**config.mk**
```make
export PLATFORM = sky130hd
export DESIGN_NAME = bus_arbiter_2
export DESIGN_NICKNAME = d
export VERILOG_FILES = /design/src/rtl/bus_arbiter_2.sv
export SDC_FILE = /design/constraint.sdc
export NUM_CORES = 1
export LEC_CHECK = 0
export CORE_AREA = 2 2 121 123
export CTS_BUF_LIST = sky130_fd_sc_hd__clkbuf_4
export DETAILED_ROUTE_END_ITERATION = 7
export DIE_AREA = 0 0 123 125
export DONT_BUFFER_PORTS = 1
export PLACE_DENSITY = 0.51
export SKIP_CTS_REPAIR_TIMING = 1
export SKIP_LAST_GASP = 1
export SLEW_MARGIN = 15
export SYNTH_ARGS = -nofsm -noshare
export SYNTH_HDL_FRONTEND = slang
export SYNTH_SLANG_ARGS = --single-unit
export TNS_END_PERCENT = 5
```
**constraint.sdc**
```tcl
create_clock -name i_clock -period 1.4 [get_ports i_clock]
set_clock_uncertainty 0.15 [all_clocks]
set_input_delay 0.42 -clock i_clock [delete_from_list [all_inputs] [get_ports i_clock]]
set_output_delay 0.42 -clock i_clock [all_outputs]
set_load 0.005 [all_outputs]
```
**src/rtl/bus_arbiter_2.sv**
```systemverilog
// Two-port arbiter that shares one memory-bus master port between the CPU data
// path (port 0) and instruction fetch / DMA (port 1) using the rw/request/ready handshake.
module bus_arbiter_2 #(
    parameter int ADDRESS_WIDTH = 32,
    parameter bit ROUND_ROBIN   = 1'b1
) (
    input  logic                     i_clock,
    input  logic                     i_reset,

    input  logic                     i_p0_rw,
    input  logic                     i_p0_request,
    output logic                     o_p0_ready,
    input  logic [ADDRESS_WIDTH-1:0] i_p0_address,
    input  logic [31:0]              i_p0_wdata,
    input  logic [3:0]               i_p0_wmask,
    output logic [31:0]              o_p0_rdata,

    input  logic                     i_p1_rw,
    input  logic                     i_p1_request,
    output logic                     o_p1_ready,
    input  logic [ADDRESS_WIDTH-1:0] i_p1_address,
    input  logic [31:0]              i_p1_wdata,
    input  logic [3:0]               i_p1_wmask,
    output logic [31:0]              o_p1_rdata,

    output logic                     o_bus_rw,
    output logic                     o_bus_request,
    input  logic                     i_bus_ready,
    output logic [ADDRESS_WIDTH-1:0] o_bus_address,
    input  logic [31:0]              i_bus_rdata,
    output logic [31:0]              o_bus_wdata,
    output logic [3:0]               o_bus_wmask,

    output logic                     o_grant
);

    typedef enum logic [1:0] {
        IDLE    = 2'd0,
        BUSY    = 2'd1,
        RELEASE = 2'd2
    } state_t;

    state_t state;
    logic   priority_ptr;
    logic   winner;
    logic   bus_done;

    // With both ports requesting, the pointer decides in round-robin mode;
    // in fixed-priority mode port 0 always wins the tie.
    always_comb begin
        winner = 1'b0;
        if (i_p0_request && i_p1_request) begin
            winner = ROUND_ROBIN ? priority_ptr : 1'b0;
        end else if (i_p1_request) begin
            winner = 1'b1;
        end
    end

    // Acknowledge only counts while a bus cycle is actually outstanding.
    assign bus_done = (state == BUSY) && o_bus_request && i_bus_ready;

    always_ff @(posedge i_clock) begin
        if (!i_reset) begin
            state         <= IDLE;
            priority_ptr  <= 1'b0;
            o_grant       <= 1'b0;
            o_bus_request <= 1'b0;
            o_bus_rw      <= 1'b0;
            o_bus_address <= '0;
            o_bus_wdata   <= '0;
            o_bus_wmask   <= '0;
        end else begin
            case (state)
                IDLE: begin
                    if (i_p0_request || i_p1_request) begin
                        o_grant       <= winner;
                        o_bus_request <= 1'b1;
                        o_bus_rw      <= winner ? i_p1_rw      : i_p0_rw;
                        o_bus_address <= winner ? i_p1_address : i_p0_address;
                        o_bus_wdata   <= winner ? i_p1_wdata   : i_p0_wdata;
                        o_bus_wmask   <= winner ? i_p1_wmask   : i_p0_wmask;
                        // The port just served loses the next tie.
                        if (ROUND_ROBIN) begin
                            priority_ptr <= ~winner;
                        end
                        state         <= BUSY;
                    end
                end
                BUSY: begin
                    if (bus_done) begin
                        o_bus_request <= 1'b0;
                        state         <= RELEASE;
                    end
                end
                RELEASE: begin
                    state <= IDLE;
                end
                default: begin
                    o_bus_request <= 1'b0;
                    state         <= IDLE;
                end
            endcase
        end
    end

    assign o_p0_ready = bus_done && (o_grant == 1'b0);
    assign o_p1_ready = bus_done && (o_grant == 1'b1);
    assign o_p0_rdata = i_bus_rdata;
    assign o_p1_rdata = i_bus_rdata;

endmodule

```
==> results.md, run 1 <==
- Status: stopped before the end
- Failing step: 5_1_grt
- Err: [ERROR RSZ-0060] Max buffer count reached.
- Synth cell types: 20
- Synth area leaders: dfxtp_1 (37%), nand4_1 (21%), buf_4 (12%)
- Largest net degree at the start of global routing: 74
- Synth Area per Inst: 8.01 um2
- CTS sink cnt: 74
- Syn nets: 681
- Post-synthesis sequential area ratio: 36.6%
- Initial Util: 28.5%
- Die height: 125 um
- Mapped cell area: 4050 um2
- #FFs+latches synth: 74
- Htree depth: 3
- Port Buf Inserts: 0
- GR repair worst EP: o_p1_ready
- IO Pins: 312
- Syn Inst Count: 506
- Clk buf depth: 2
- Num CTS Buffers: 9
- Top cell type's share of synthesized area: 36.6%
- Placer Congestion: 0.800
- FP Rows: 44
- Root Buffer: clkbuf_4
- Ys Warns: 0
- Area leader, netlist: dfxtp_1
- Worst ep type: primary output
- Die span in x: 123 um
- DP HPWL: 8630 um
==> cell usage after synthesis <==
cell      count
a21oi_1       4
a31oi_1      69
buf_2        45
buf_4        64
buf_6         1
clkbuf_1     21
clkbuf_4      2
dfxtp_1      74
inv_1         1
nand2_1       3
nand2b_1      1
nand3_1       3
nand3b_1      1
nand4_1     138
nor2_2        2
nor3_1        2
nor3b_1       1
o21ai_0       1
o21ai_1      72
or2_1         1
==> through the flow <==
stage	setup WS [ps]	instances	TNS [ps]	area (um2)
after floorplan	-4.85	506	-228	4070
after detailed placement	-91.9	575	-3080	3770
after CTS	-580	591	-9630	3930
after global placement	-62.2	575	-548	3770
==> cells by family after synthesis <==
group | Yosys count | share of synthesized area, %
buffers and inverters | 134 | 20.1
and+or+nand+nor | 152 | 23.2
AOI/OAI and AO/OA | 146 | 20.2
DFF | 74 | 36.6
==> run 2, diff against run 1 <==
--- a/config.mk
+++ b/config.mk
@@ -6,11 +6,10 @@
 export NUM_CORES = 1
 export LEC_CHECK = 0
 export CORE_AREA = 2 2 121 123
-export CTS_BUF_LIST = sky130_fd_sc_hd__clkbuf_4
 export DETAILED_ROUTE_END_ITERATION = 7
 export DIE_AREA = 0 0 123 125
 export DONT_BUFFER_PORTS = 1
-export PLACE_DENSITY = 0.51
+export PLACE_DENSITY_LB_ADDON = 0.15
 export SKIP_CTS_REPAIR_TIMING = 1
 export SKIP_LAST_GASP = 1
 export SLEW_MARGIN = 15
==> constraint.sdc (replaced) <==
create_clock -name i_clock -period 1.82 [get_ports i_clock]
set_clock_uncertainty 0.15 [all_clocks]
set_input_delay 0.546 -clock i_clock [delete_from_list [all_inputs] [get_ports i_clock]]
set_output_delay 0.546 -clock i_clock [all_outputs]
set_load 0.005 [all_outputs]
==> results.md, run 2 <==
- Status: completed
- Root Buffer: clkbuf_16
- Rel. slew slack: 73.2%
- Commonest non-fill, non-tap cell in the layout: nand4_1
- Residual DRC count: 0
- Switching Fraction: 27.6%
- Hold path cells: 2
- Die span in x: 123 um
- CP Capture Type: output port
- Drt pass-1 iters: 5
- Placer Congestion: 0.758
- Switching power: 1.27 mW
- Synth Area in Compound Gates: 20.2%
- Vias per cell: 6.42
- Signal arrival time at the worst endpoint: 1070 ps
- Crit path time final: 1770 ps
- Multiplexer share of the synthesized area: 0%
- CTS clk-pin slew, worst paths: 60 ps
- Final Max Tran Viols: 0
- R2R Setup Slk: 250 ps
- Period Utilization, post-route: 97.0%
- # setup viols final: 0
- Routed wire length per instance: 24.0 um
- Synth Area in Simple Gates: 23.2%
- IO Pins: 312
- Clock Power Share: 45.0%
- RSZ-0062 raised after global routing: yes
- R2R depth: 4
- Most common cell in the netlist: nand4_1
- Final ANT Viol Nets: 0
- CTS sink cnt: 74
- Port Buf Inserts: 0
- Largest net degree at the start of global routing: 87
- Fmax: 0.566 GHz
- DP HPWL: 8550 um
- R2r startpoint: state[1]$_SDFFE_PN0P_
- Clk buf depth: 2
- Top cell type's share of synthesized area: 36.6%
- Die footprint: 15400 um2
- Htree depth: 3
- Placed Area: 3640 um2
- Leakage Power: 1.18 nW
- Worst min-delay path class: primary input to register
- Ys Warns: 0
- Drt total wl: 14000 um
- Largest regs: o_bus_address: 32 flops, o_bus_wdata: 32 flops, o_bus_wmask: 4 flops
- Power Internal: 3.33 mW
- Comb pwr share: 13.7%
- Area Overhead vs Synth: -1.23%
- Post-synth EDFFs: 0
- Grt ovf: 0
- Worst path required time: 1120 ps
- Critical Path Start Type: register
- Syn Inst Count: 506
- Area leader, netlist: dfxtp_1
- Syn nets: 681
- Worst Hold Endpoint: o_bus_wdata[12]$_SDFFE_PN0P_
- Pwr dens: 1150 nW/um2
- Hold_sp: i_p0_wdata[12]
- Final #Nets: 570
- Post-synthesis sequential area ratio: 36.6%
- Final std cell area, no fill: 4000 um2
- Initial DRC Count: 245
- Adder-Cell Fraction of Synth Area: 0%
- Synth Area per Inst: 8.01 um2
- Async SR Flop Fraction: 0%
- # diodes: 0
- Total core area: 14200 um2
- Max_cap viols: 0
- Num CTS Buffers: 9
- Reg2reg end: o_bus_wdata[5]$_SDFFE_PN0P_
- Main combinational cell family by area after synthesis: simple AND/OR/NAND/NOR gates
- Die height: 125 um
- Fin. Hold Viols: 0
- Initial Util: 28.5%
- CP max FO: 5
- Final core occ: 28.2%
- #FFs+latches synth: 74
- Post-synthesis xor/xnor area fraction: 0%
- Initial antenna violation count: 0
- Reg power frac: 41.3%
- Synth cell types: 20
- Crit path kind: register to output port
- Ys flop type: dfxtp_1
- Vias in the first global route: 3548
- Mapped cell area: 4050 um2
- Share of cells above drive strength 1: 9.25%
- Clk Latency, worst-skew pair: 330 ps
- CTS tree: yes
- Peak supply drop: 0.508 mV
- First-pass GRT wire length: 20300 um
- GRT Resource Usage Total: 17.0%
- Vias: 3747
- Synth area leaders: dfxtp_1 (37%), nand4_1 (21%), buf_4 (12%)
- Commonest cells after routing, fill and taps aside: nand4_1 (138), o21ai_1 (72), dfxtp_1 (72)
- FP Rows: 44
- Least-Margin Pin Slew: 403 ps
- Fillers: 1514
- Synth top cells by count: nand4_1 (138), dfxtp_1 (74), o21ai_1 (72), a31oi_1 (69), buf_4 (64)
==> run 2: cell counts after synthesis <==
No cell type changed its count.
==> run 2: logic make-up after synthesis <==
kind of cell / Yosys count
DFF: 74
AOI/OAI and AO/OA: 146
buffers and inverters: 134
and+or+nand+nor: 152
==> run 2: final cells by class <==
class | instances | area (um2) | area share (%)
flip-flops and latches | 74 | 1480 | 37.1
multi-input cells | 298 | 1780 | 44.5
clock inverters | 7 | 116 | 2.91
well taps | 184 | 230 | 5.75
clock buffers | 9 | 225 | 5.63
inverters | 1 | 3.75 | 0.0938
repair buffers | 11 | 161 | 4.03
==> run 2: how the worst max path moves through the flow <==
stage / startpoint / to / slack (ps) / depth (start not counted)
final: state[0]$_SDFFE_PN0P_ / o_p1_ready / 50 / 2
after global routing: state[0]$_SDFFE_PN0P_ / o_p1_ready / -9 / 2
after CTS: state[0]$_SDFFE_PN0P_ / o_p1_ready / -130 / 2
after detailed placement: i_bus_ready / o_p1_ready / 150 / 2
after global placement: i_bus_ready / o_p1_ready / 150 / 2
after floorplan: i_bus_ready / o_p1_ready / 240 / 2
==> run 2: per-layer routing <==
layer	vias to the layer above	track usage (%)	part of all wire (%)
met2	223	29.4	50
met5	-	0	0
met3	27	4.52	10
met1	1809	19.1	38
li1	1688	-	-
met4	0	8.29	2.4
==> run 2: metrics by stage <==
| stage | hold slack, ps | power (mW) | setup slack [ps] | std cells | TNS (ps) |
|---|---|---|---|---|---|
| after floorplan | 317 | 2.54 | 244 | 506 | 0 |
| after global placement | 341 | 2.54 | 150 | 568 | 0 |
| after detailed placement | 347 | 2.55 | 146 | 568 | 0 |
| after CTS | 193 | 4.66 | -135 | 584 | -194 |
| after global routing | 200 | 4.80 | -8.88 | 584 | -11.9 |
| final | 217 | 4.59 | 54.3 | 584 | 0 |
==> run 2: worst max-delay path, cell delays in order (launching register included) <==
cell,delay (ps)
dfxtp_2,380
nand3_2,130
nor3b_2,230
==> run 2: power by group through the flow <==
stage	Clock (mW)	Combinational (mW)	Sequential, mW
after floorplan	0	0.653	1.88
after global placement	0	0.608	1.93
after detailed placement	0	0.622	1.93
after CTS	2.14	0.622	1.89
after global routing	2.20	0.692	1.91
final	2.07	0.631	1.89
No activity file was read; power rests on OpenSTA's default activity.
